===== src/rtl/local_port_in_fifo.sv =====
// Local-port ingress FIFO for the 4-core mesh router: buffers CPU flits, computes the
// XY output direction at enqueue and presents the head flit with a one-hot port request.
module local_port_in_fifo #(
    parameter int DATA_WIDTH = 37,
    parameter int DEPTH      = 4,
    parameter int MY_X       = 0,
    parameter int MY_Y       = 0
) (
    input  logic                    clk,
    input  logic                    reset,
    input  logic [DATA_WIDTH-1:0]   dataInL,
    input  logic                    Outw,
    output logic                    Inr,
    output logic [DATA_WIDTH-1:0]   out_data,
    output logic                    out_valid,
    output logic [4:0]              out_req,
    input  logic                    out_grant,
    output logic [$clog2(DEPTH):0]  count,
    output logic                    err_bad_dest
);

    localparam int PTR_W = $clog2(DEPTH);
    localparam int CNT_W = PTR_W + 1;
    localparam logic [CNT_W-1:0] FULL_CNT = CNT_W'(DEPTH);
    localparam logic MY_X_B = 1'(MY_X);
    localparam logic MY_Y_B = 1'(MY_Y);

    localparam logic [4:0] REQ_L = 5'b00001;
    localparam logic [4:0] REQ_N = 5'b00010;
    localparam logic [4:0] REQ_E = 5'b00100;
    localparam logic [4:0] REQ_S = 5'b01000;
    localparam logic [4:0] REQ_W = 5'b10000;

    logic [DATA_WIDTH-1:0] data_mem_q [DEPTH];
    logic [4:0]            route_mem_q [DEPTH];

    logic [PTR_W-1:0] wr_ptr_q, wr_ptr_d;
    logic [PTR_W-1:0] rd_ptr_q, rd_ptr_d;
    logic [CNT_W-1:0] count_q, count_d;
    logic             err_q, err_d;

    logic [3:0] dest;
    logic       dest_ok;
    logic       full;
    logic       empty;
    logic       accept;
    logic       wr_en;
    logic       rd_en;
    logic [4:0] route;

    assign dest    = dataInL[3:0];
    assign dest_ok = (dest[3:2] == 2'b00);
    assign full    = (count_q == FULL_CNT);
    assign empty   = (count_q == '0);

    // Ready depends only on registered occupancy; a grant frees a slot one cycle later.
    assign Inr    = !full && !reset;
    assign accept = Outw && Inr;
    assign wr_en  = accept && dest_ok;
    assign rd_en  = !empty && out_grant;

    // XY routing: resolve column first, then row; y grows southward.
    always_comb begin
        route = REQ_L;
        if (dest[0] > MY_X_B) begin
            route = REQ_E;
        end else if (dest[0] < MY_X_B) begin
            route = REQ_W;
        end else if (dest[1] > MY_Y_B) begin
            route = REQ_S;
        end else if (dest[1] < MY_Y_B) begin
            route = REQ_N;
        end
    end

    always_comb begin
        wr_ptr_d = wr_ptr_q;
        rd_ptr_d = rd_ptr_q;
        count_d  = count_q;
        err_d    = err_q | (accept && !dest_ok);
        if (wr_en) begin
            wr_ptr_d = wr_ptr_q + PTR_W'(1);
        end
        if (rd_en) begin
            rd_ptr_d = rd_ptr_q + PTR_W'(1);
        end
        case ({wr_en, rd_en})
            2'b10:   count_d = count_q + CNT_W'(1);
            2'b01:   count_d = count_q - CNT_W'(1);
            default: count_d = count_q;
        endcase
    end

    always_ff @(posedge clk or posedge reset) begin
        if (reset) begin
            wr_ptr_q <= '0;
            rd_ptr_q <= '0;
            count_q  <= '0;
            err_q    <= 1'b0;
        end else begin
            wr_ptr_q <= wr_ptr_d;
            rd_ptr_q <= rd_ptr_d;
            count_q  <= count_d;
            err_q    <= err_d;
        end
    end

    // Storage needs no reset: empty gates every output that reads it.
    always_ff @(posedge clk) begin
        if (wr_en) begin
            data_mem_q[wr_ptr_q]  <= dataInL;
            route_mem_q[wr_ptr_q] <= route;
        end
    end

    assign out_valid    = !empty;
    assign out_data     = empty ? '0 : data_mem_q[rd_ptr_q];
    assign out_req      = empty ? 5'b00000 : route_mem_q[rd_ptr_q];
    assign count        = count_q;
    assign err_bad_dest = err_q;

endmodule


===== config.mk =====
export PLATFORM = sky130hd
export DESIGN_NAME = local_port_in_fifo
export DESIGN_NICKNAME = d
export VERILOG_FILES = /design/src/rtl/local_port_in_fifo.sv
export SDC_FILE = /design/constraint.sdc
export NUM_CORES = 1
export LEC_CHECK = 0
export ABC_AREA = 0
export CAP_MARGIN = 20
export CORE_MARGIN = 2
export CORE_UTILIZATION = 55
export CTS_BUF_LIST = sky130_fd_sc_hd__clkbuf_4
export CTS_CLUSTER_SIZE = 40
export DETAILED_ROUTE_END_ITERATION = 12
export DONT_BUFFER_PORTS = 1
export GPL_TIMING_DRIVEN = 0
export PLACE_DENSITY = 0.69
export REMOVE_ABC_BUFFERS = 1
export SYNTH_ARGS = -nofsm -noshare
export SYNTH_HDL_FRONTEND = slang
export SYNTH_SLANG_ARGS = --single-unit

===== constraint.sdc =====
create_clock -name clk -period 2.5 [get_ports clk]
set_input_delay 0.625 -clock clk [delete_from_list [all_inputs] [get_ports clk]]
set_output_delay 0.625 -clock clk [all_outputs]
set_load 0.02 [all_outputs]

==> flow_summary.toml, run 1 <==
[power_and_ir_drop]
pwr-share-seq = 0.462
power_frac_comb = 0.354
p_sw_mw = 2.485
leakage_nw = 2.247
ir_drop_uv = 716.4
clkPwrFrac = 0.184
intPower_mw = 4.769
p_per_area_nw_per_um2 = 1035
sw_frac_of_total = 0.3426

[die]
fp.dieArea_um2 = 12530
core-area_um2 = 11370
initial_utilization = 0.5634
rows = 39
die_w_um = 111.9
pin_count = 89
die_y_um = 111.9

[setup_path]
critPathLaunchType = "flip-flop"
max_stage_delay_ns = 0.52
crit_arrival_ns = 2.00
slowest_stage = "dfrtp_4"
worstPathCellList = "clkbuf_16 > mux4_2 > and2_1"
worstPathRequired_ns = 1.88
path_class = "flip-flop to output pin"
cp_max_fo = 9
cp-end-kind = "output pin"

[synth]
ys_seq_area_frac = 0.7625
syn_inst = 296
syn_area_um2 = 6406
yosysWarnings = 0
syn_area_per_cell_um2 = 21.64
synth_area_leaders = "edfxtp_1 (73%), mux4_2 (14%), and2_1 (4.3%)"
yosys.area.top_type = "edfxtp_1"
synth.top_cell.area_share = 0.7313
synth.distinct_cells = 26
ys_ff_latch = 164

[placement]
place.gp.congestion = 0.6573
dp_slack_ns = -0.2310
hpwlAfterDp_mm = 5.894
portBuffers = 0

[global_routing]
grt_pass1_vias = 2990
antenna_found_initial = 0
grt_pass1_wl_mm = 17.34
grt_max_degree = 33
grt.total_usage = 0.1960
grt-ovfl-total = 0

[timing]
fin_crit_ns = 2.629
report.final.slew_viol_count = 0
fin_crit_sh = 1.052
hold_viol_final = 0
rsz0062_at_grt = "true"
fin_ws_ns = -0.1291
finalSetupViolations = 40
fin_hold_ws_ns = 0.1691
clock.fmax_mhz = 380.4
fin_skew_ns = 0.01271

[routing]
avgRoutedWirePerCell_um = 24.10
wl_mm = 11.35
antenna_left = 0
num_vias = 2753
viasPerCell = 5.845
drc = 0
first_iter_violations = 165
first_pass_iters = 4

[run_status]
status = "finished with violations"
violations = "negative setup slack"

[clock_network]
htreeDepth = 4
cts_tree = "yes"
root_buffer = "clkbuf_4"
clock_latency_ns = 0.54
cts_buffers = 17
clk_path_buf_depth = 2
clock-sinks = 164
clk_pin_slew_worst_paths_ns = 0.13

[cells_and_area]
drive_gt1_frac = 0.2988
syn2layout_area_growth_pct = 9.434
final_cell_mix = "edfxtp_1 (156), mux4_2 (39), and2_1 (37)"
nNetsFinal = 363
antenna_cells = 0
nFillCells = 794
final_common_cell = "edfxtp_1"

[run]
cap_violations = 0

[min_path]
hold_path.class = "primary input to flip-flop"
-- metal layers --
layer	global-route usage	vias to the layer above	wire length (um)
met1	0.2605	1436	4690
met3	0.07022	13	744
met4	0.06914	0	171
li1	-	1214	-
met2	0.3055	90	5746
met5	0	-	0
-- power by group through the flow --
stage | Clock [mW] | Combinational, mW | Sequential (mW)
finish | 1.34 | 2.57 | 3.35
CTS | 1.38 | 2.55 | 3.34
global placement | 0 | 1.97 | 3.66
floorplan | 0 | 1.72 | 3.52
global route | 1.48 | 2.76 | 3.37
detailed placement | 0 | 2.03 | 3.60
-- synth_stat cells --
| library cell | number |
|---|---|
| a21o_1 | 1 |
| buf_4 | 4 |
| or3_1 | 1 |
| clkbuf_1 | 4 |
| buf_2 | 1 |
| buf_1 | 4 |
| a21oi_4 | 1 |
| mux2i_1 | 1 |
| nor2_1 | 3 |
| buf_6 | 3 |
| a21oi_1 | 1 |
| ha_1 | 5 |
| nand3_1 | 1 |
| dfrtp_1 | 8 |
| nor2b_1 | 1 |
| edfxtp_1 | 156 |
| fa_1 | 1 |
| mux2_4 | 1 |
| mux4_2 | 39 |
| conb_1 | 1 |
| and2_1 | 44 |
| xor2_1 | 3 |
| inv_1 | 7 |
| o21a_1 | 1 |
| or4b_4 | 1 |
| xnor2_1 | 3 |
-- flip-flops by register name (all words and copies together), names as in the netlist --
name          cells
rd_ptr_q          2
wr_ptr_q          2
data_mem_q      148
count             3
err_bad_dest      1
route_mem_q       8
-- metrics by stage --
step | util | TNS, ns | std cells | total power, mW | area [um^2]
2_1_floorplan | - | -65.17 | 281 | 5.237 | 6311
3_3_place_gp | 0.5708 | -213.79 | 424 | 5.629 | 6490
3_5_place_dp | 0.5806 | -0.5573 | 429 | 5.626 | 6601
4_1_cts | 0.6132 | -6.711 | 469 | 7.258 | 6972
5_1_grt | 0.6166 | -8.467 | 471 | 7.613 | 7010
6_report | 0.6166 | -4.092 | 471 | 7.254 | 7010
-- path summary, 6_finish.rpt --
| path | slack, ns | startpoint | cells after the start | endpoint |
|---|---|---|---|---|
| worst max-delay path | -0.13 | rd_ptr_q[0] | 3 | out_data[8] |
| max in group asynchronous | 1.78 | reset | 2 | rd_ptr_q[0] |
| min in group asynchronous | 0.46 | reset | 2 | count[2] |
| worst max register to register | 0.23 | count[2] | 8 | count[2] |
| worst min register to register | 0.60 | wr_ptr_q[1] | 1 | wr_ptr_q[1] |
| worst min-delay path | 0.17 | dataInL[14] | 0 | data_mem_q[3][14] |
-- cells by family (layout without fill, tap and decap cells) --
| family | count (synthesis) | count (layout) | synth area share |
|---|---|---|---|
| other | 1 | 2 | 0.0005854 |
| buffers and inverters | 23 | 52 | 0.01953 |
| AND/OR/NAND/NOR | 51 | 53 | 0.04961 |
| XOR/XNOR | 6 | 6 | 0.008205 |
| flip-flops | 164 | 164 | 0.7625 |
| multiplexers | 41 | 41 | 0.1410 |
| adder cells (fa/ha/maj) | 6 | 6 | 0.01289 |
| AO/OA/AOI/OAI | 4 | 4 | 0.005665 |
-- worst max-delay path, delay by kind of cell (launching register included) --
family / cells / cell delay, ns
AND/OR/NAND/NOR: 1 / 0.24
multiplexers: 1 / 0.49
buffers and inverters: 1 / 0.22
flip-flops: 1 / 0.52
-- timing repair --
action | CTS | global route
pin swaps | 1 | 0
hold buffers | 1 | 0
setup endpoints to repair | 43 | 41
resized for setup | 9 | 5
setup buffers | 6 | 1
endpoints found under the hold margin | 8 | 0
cloned | 2 | 1
-- area by class of cell --
type	count	area [um^2]	area share
Inverter	7	26.28	0.003748
Timing Repair Buffer	14	232.7	0.03320
Clock inverter	12	90.09	0.01285
Tap cell	143	178.9	0.02552
Clock buffer	19	142.6	0.02035
Sequential cell	164	4896	0.6984
Multi-Input combinational cell	112	1444	0.2060
Note: power is estimated with default switching activity, not from simulation.
==> inputs of run 2 (changes only) <==
--- a/config.mk
+++ b/config.mk
@@ -12,10 +12,10 @@
 export CTS_BUF_LIST = sky130_fd_sc_hd__clkbuf_4
 export CTS_CLUSTER_SIZE = 40
 export DETAILED_ROUTE_END_ITERATION = 12
-export DONT_BUFFER_PORTS = 1
-export GPL_TIMING_DRIVEN = 0
-export PLACE_DENSITY = 0.69
+export GPL_TIMING_DRIVEN = 1
+export PLACE_DENSITY = 0.79
 export REMOVE_ABC_BUFFERS = 1
+export SETUP_SLACK_MARGIN = 0.15
 export SYNTH_ARGS = -nofsm -noshare
 export SYNTH_HDL_FRONTEND = slang
 export SYNTH_SLANG_ARGS = --single-unit
==> flow_summary.toml, run 2 (synthesis gave the netlist of run 1 again) <==
[run_status]
status = "finished with violations"
violations = "negative setup slack"

[timing]
rsz0062_at_grt = "true"
fin_crit_ns = 2.784
fin_skew_ns = 0.01665
fin_crit_sh = 1.113
finalSetupViolations = 40
report.final.slew_viol_count = 0
hold_viol_final = 0
fin_hold_ws_ns = 0.4744
fin_ws_ns = -0.2837
clock.fmax_mhz = 359.2

[setup_path]
r2r_start = "count[2]"
crit_arrival_ns = 2.16
cp_max_fo = 8
cp-end-kind = "output pin"
reg2reg_to = "count[2]"
crit_buf_inv = 3
startpoint = "rd_ptr_q[0]"
path_class = "flip-flop to output pin"
slowest_stage = "dfrtp_4"
critPathLaunchType = "flip-flop"
crit_family = "flip-flops"
r2r_slack_ns = 0.30
worstPathRequired_ns = 1.88
crit_cells = 5
r2r_cells = 9
max_stage_delay_ns = 0.58
worstPathCellList = "buf_12 > buf_16 > mux4_2 > and2_4 > buf_6"
critPathCapture = "out_data[18]"

[routing]
viasPerCell = 5.532
antenna_left = 0
first_iter_violations = 224
num_vias = 3203
first_pass_iters = 4
drc = 0
wl_mm = 12.58
avgRoutedWirePerCell_um = 21.73

[placement]
dp_slack_ns = -0.2162
dpl.cell_count = 536
hpwlAfterDp_mm = 7.237
place.gp.congestion = 0.7136
portBuffers = 86

[min_path]
hold_path.class = "flip-flop to flip-flop"

[global_routing]
grt.total_usage = 0.2054
grt_pass1_vias = 3526
grt-ovfl-total = 0
grt_pass1_wl_mm = 18.82
grt_max_degree = 34
antenna_found_initial = 0

[power_and_ir_drop]
p_per_area_nw_per_um2 = 1100
pwr-share-seq = 0.354
p_total_mw = 9.184
sw_frac_of_total = 0.3106
leakage_nw = 2.938
intPower_mw = 6.332
clkPwrFrac = 0.172
power_frac_comb = 0.473
p_sw_mw = 2.852
ir_drop_uv = 565.7

[cells_and_area]
nNetsFinal = 471
drive_gt1_frac = 0.4564
syn2layout_area_growth_pct = 30.29
largest_reg_flops = 148
final_cell_mix = "edfxtp_1 (156), clkdlybuf4s50_1 (41), buf_6 (41)"
nFillCells = 674
final_common_cell = "edfxtp_1"
antenna_cells = 0
top_register = "data_mem_q"
final_cells = 579

[die]
initial_utilization = 0.5634
pin_count = 89
die_y_um = 111.9
rows = 39
fp.dieArea_um2 = 12530
core-area_um2 = 11370
die_w_um = 111.9

[clock_network]
root_buffer = "clkbuf_4"
cts_buffers = 17
cts_tree = "yes"
clk_path_buf_depth = 2
htreeDepth = 4
clock_latency_ns = 0.54
holdBufCountCts = 0
clk_pin_slew_worst_paths_ns = 0.12
clock-sinks = 164

[run]
cap_violations = 0
==> run 2: power by group through the flow <==
stage               logic, mW  registers (mW)  clock network, mW
floorplan                1.72            3.52                  0
finish                   4.35            3.25               1.58
global route             4.60            3.26               1.72
detailed placement       3.48            3.29                  0
CTS                      3.97            3.25               1.62
global placement         3.44            3.28                  0
==> run 2: worst min-delay path by stage <==
stage	from	endpoint	slack, ns	cells past startpoint
after CTS	reset	wr_ptr_q[0]	0.44	3
after global routing	reset	wr_ptr_q[0]	0.49	3
after detailed placement	err_bad_dest	err_bad_dest	0.45	1
after floorplan	reset	count[0]	0.44	1
final	err_bad_dest	err_bad_dest	0.47	1
after global placement	err_bad_dest	err_bad_dest	0.44	1
==> run 2: through the flow <==
stage / setup TNS [ns] / area, um^2 / utilization
2_1_floorplan: -65.17 / 6311 / -
3_3_place_gp: -14.94 / 7704 / 0.6776
3_5_place_dp: -19.16 / 7704 / 0.6776
4_1_cts: -11.00 / 8174 / 0.7189
5_1_grt: -12.28 / 8347 / 0.7341
6_report: -9.043 / 8347 / 0.7341
==> run 2: worst reg2reg max path, stage by stage, from the launching register on <==
cell	delay, ns
dfrtp_1	0.41
or3_4	0.46
buf_4	0.24
and2_1	0.21
ha_1	0.19
inv_1	0.07
fa_1	0.17
xor2_1	0.14
nor2_1	0.06
xor2_1	0.14
==> run 2: metal layers <==
metal,share of wire,track usage,up-vias
met5,0,0,-
met4,0.015,0.07572,0
met3,0.069,0.05879,12
met2,0.53,0.3483,128
met1,0.39,0.2546,1635
li1,-,-,1428
==> run 2: repair_timing <==
item / 4_1_cts / 5_1_grt
pin swaps: 13 / 12
gates cloned: 2 / 2
setup endpoints to repair: 42 / 42
buffers inserted: 3 / 5
resized for setup: 263 / 36
==> run 2: cell type report <==
| cell class | count | area, um^2 | area share |
|---|---|---|---|
| well taps | 143 | 178.9 | 0.02144 |
| flip-flops and latches | 164 | 4890 | 0.5858 |
| inverters | 7 | 26.28 | 0.003148 |
| clock inverters | 13 | 157.7 | 0.01889 |
| clock buffers | 18 | 135.1 | 0.01619 |
| repair buffers | 124 | 1444 | 0.1730 |
| multi-input cells | 110 | 1515 | 0.1815 |
==> inputs of run 3 (changes only) <==
--- a/config.mk
+++ b/config.mk
@@ -7,13 +7,15 @@
 export LEC_CHECK = 0
 export ABC_AREA = 0
 export CAP_MARGIN = 20
+export CELL_PAD_IN_SITES_DETAIL_PLACEMENT = 0
+export CELL_PAD_IN_SITES_GLOBAL_PLACEMENT = 1
 export CORE_MARGIN = 2
-export CORE_UTILIZATION = 55
+export CORE_UTILIZATION = 49
 export CTS_BUF_LIST = sky130_fd_sc_hd__clkbuf_4
 export CTS_CLUSTER_SIZE = 40
 export DETAILED_ROUTE_END_ITERATION = 12
 export GPL_TIMING_DRIVEN = 1
-export PLACE_DENSITY = 0.79
+export PLACE_DENSITY = 0.81
 export REMOVE_ABC_BUFFERS = 1
 export SETUP_SLACK_MARGIN = 0.15
 export SYNTH_ARGS = -nofsm -noshare
==> flow_summary.toml, run 3 (synthesis gave the netlist of run 1 again) <==
[run_status]
status = "finished with violations"
violations = "negative setup slack"

[routing]
wl_mm = 11.94
num_vias = 3155
drc = 0
viasPerCell = 5.155
avgRoutedWirePerCell_um = 19.51
first_pass_iters = 4
antenna_left = 0
first_iter_violations = 213

[power_and_ir_drop]
ir_drop_uv = 621.3
intPower_mw = 6.413
pwr-share-seq = 0.351
clkPwrFrac = 0.166
p_total_mw = 9.189
sw_frac_of_total = 0.3021
leakage_nw = 2.967
power_frac_comb = 0.483
p_per_area_nw_per_um2 = 1096
p_sw_mw = 2.776

[placement]
hpwlAfterDp_mm = 7.255
place.gp.congestion = 0.7294
dp_slack_ns = -0.2250
portBuffers = 86
placed_area_um2 = 7700

[timing]
fin_hold_ws_ns = 0.4678
fin_crit_ns = 2.800
hold_viol_final = 0
fin_skew_ns = 0.008916
report.final.slew_viol_count = 0
fin_crit_sh = 1.120
rsz0062_at_grt = "true"
clock.fmax_mhz = 357.1
fin_ws_ns = -0.3005
finalSetupViolations = 40

[clock_network]
clock-sinks = 164
htreeDepth = 4
clk_pin_slew_worst_paths_ns = 0.12
clk_path_buf_depth = 2
clock_latency_ns = 0.52
cts_buffers = 17
cts_tree = "yes"
holdBufCountCts = 0
root_buffer = "clkbuf_4"

[cells_and_area]
syn2layout_area_growth_pct = 30.92
antenna_cells = 0
final_common_cell = "edfxtp_1"
nFillCells = 856
ff_latch_area_um2 = 4890
final_cell_mix = "edfxtp_1 (156), clkdlybuf4s50_1 (41), mux4_2 (39)"
top_register = "data_mem_q"
nNetsFinal = 476
design_area_um2 = 8387
drive_gt1_frac = 0.4568
multi_input_area_um2 = 1513
largest_reg_flops = 148

[die]
die_y_um = 118.3
pin_count = 89
die_w_um = 118.3
rows = 41
initial_utilization = 0.5056
core-area_um2 = 12670
fp.dieArea_um2 = 14000

[min_path]
hold_path.class = "flip-flop to flip-flop"

[setup_path]
critPathLaunchType = "flip-flop"
crit_arrival_ns = 2.18
cp-end-kind = "output pin"
cp_max_fo = 6
worstPathRequired_ns = 1.88
path_class = "flip-flop to output pin"

[global_routing]
antenna_found_initial = 0
grt_pass1_vias = 3405
grt_pass1_wl_mm = 18.35
grt.total_usage = 0.1786
grt_max_degree = 32
grt-ovfl-total = 0

[run]
cap_violations = 0
==> run 3: path summary, 6_finish.rpt <==
path	end	slack, ns	cells past startpoint	from
setup reg to reg	count[2]	0.27	9	count[1]
setup / recovery	out_data[18]	-0.30	6	rd_ptr_q[0]
max in group asynchronous	rd_ptr_q[0]	1.76	3	reset
hold reg to reg	err_bad_dest	0.47	1	err_bad_dest
min in group asynchronous	count[1]	0.49	3	reset
hold / removal	err_bad_dest	0.47	1	err_bad_dest
==> run 3: routing by layer <==
metal	vias to the layer above	global-route usage	share of wire
met5	-	0	0
met4	0	0.05120	0.012
met3	11	0.05936	0.049
met2	93	0.3017	0.52
met1	1619	0.2208	0.42
li1	1432	-	-
==> run 3: power by group through the flow <==
stage	combinational, mW	clock [mW]	sequential, mW
CTS	4.21	1.56	3.22
global placement	3.48	0	3.28
global route	4.68	1.68	3.24
finish	4.44	1.52	3.23
detailed placement	3.50	0	3.29
floorplan	1.72	0	3.52
==> run 3: repair_timing <==
| item | 4_1_cts | 5_1_grt |
|---|---|---|
| resized for setup | 269 | 29 |
| pin swaps | 21 | 7 |
| endpoints found under the setup margin | 42 | 44 |
| setup buffers | 7 | 5 |
| gates cloned | 3 | 1 |
==> run 3: metrics by stage <==
step / TNS (ns) / utilization / cells
global placement: -14.69 / 0.6077 / 566
floorplan: -65.17 / - / 281
detailed placement: -18.69 / 0.6077 / 566
finish: -8.282 / 0.6619 / 612
global route: -12.41 / 0.6619 / 612
CTS: -10.11 / 0.6502 / 606
==> run 3: area by class of cell <==
class	instances	area share
clock inverter	11	0.01641
multi-input combinational	110	0.1804
clock buffer	19	0.01701
timing repair buffer	129	0.1744
inverter	7	0.003133
tap	172	0.02566
sequential	164	0.5830
==> run 3: critical path: stages (launching register included) <==
cell and delay (ns):
dfrtp_4 0.53, buf_12 0.16, buf_12 0.12, buf_16 0.13, mux4_2 0.43, and2_4 0.15
buf_6 0.12
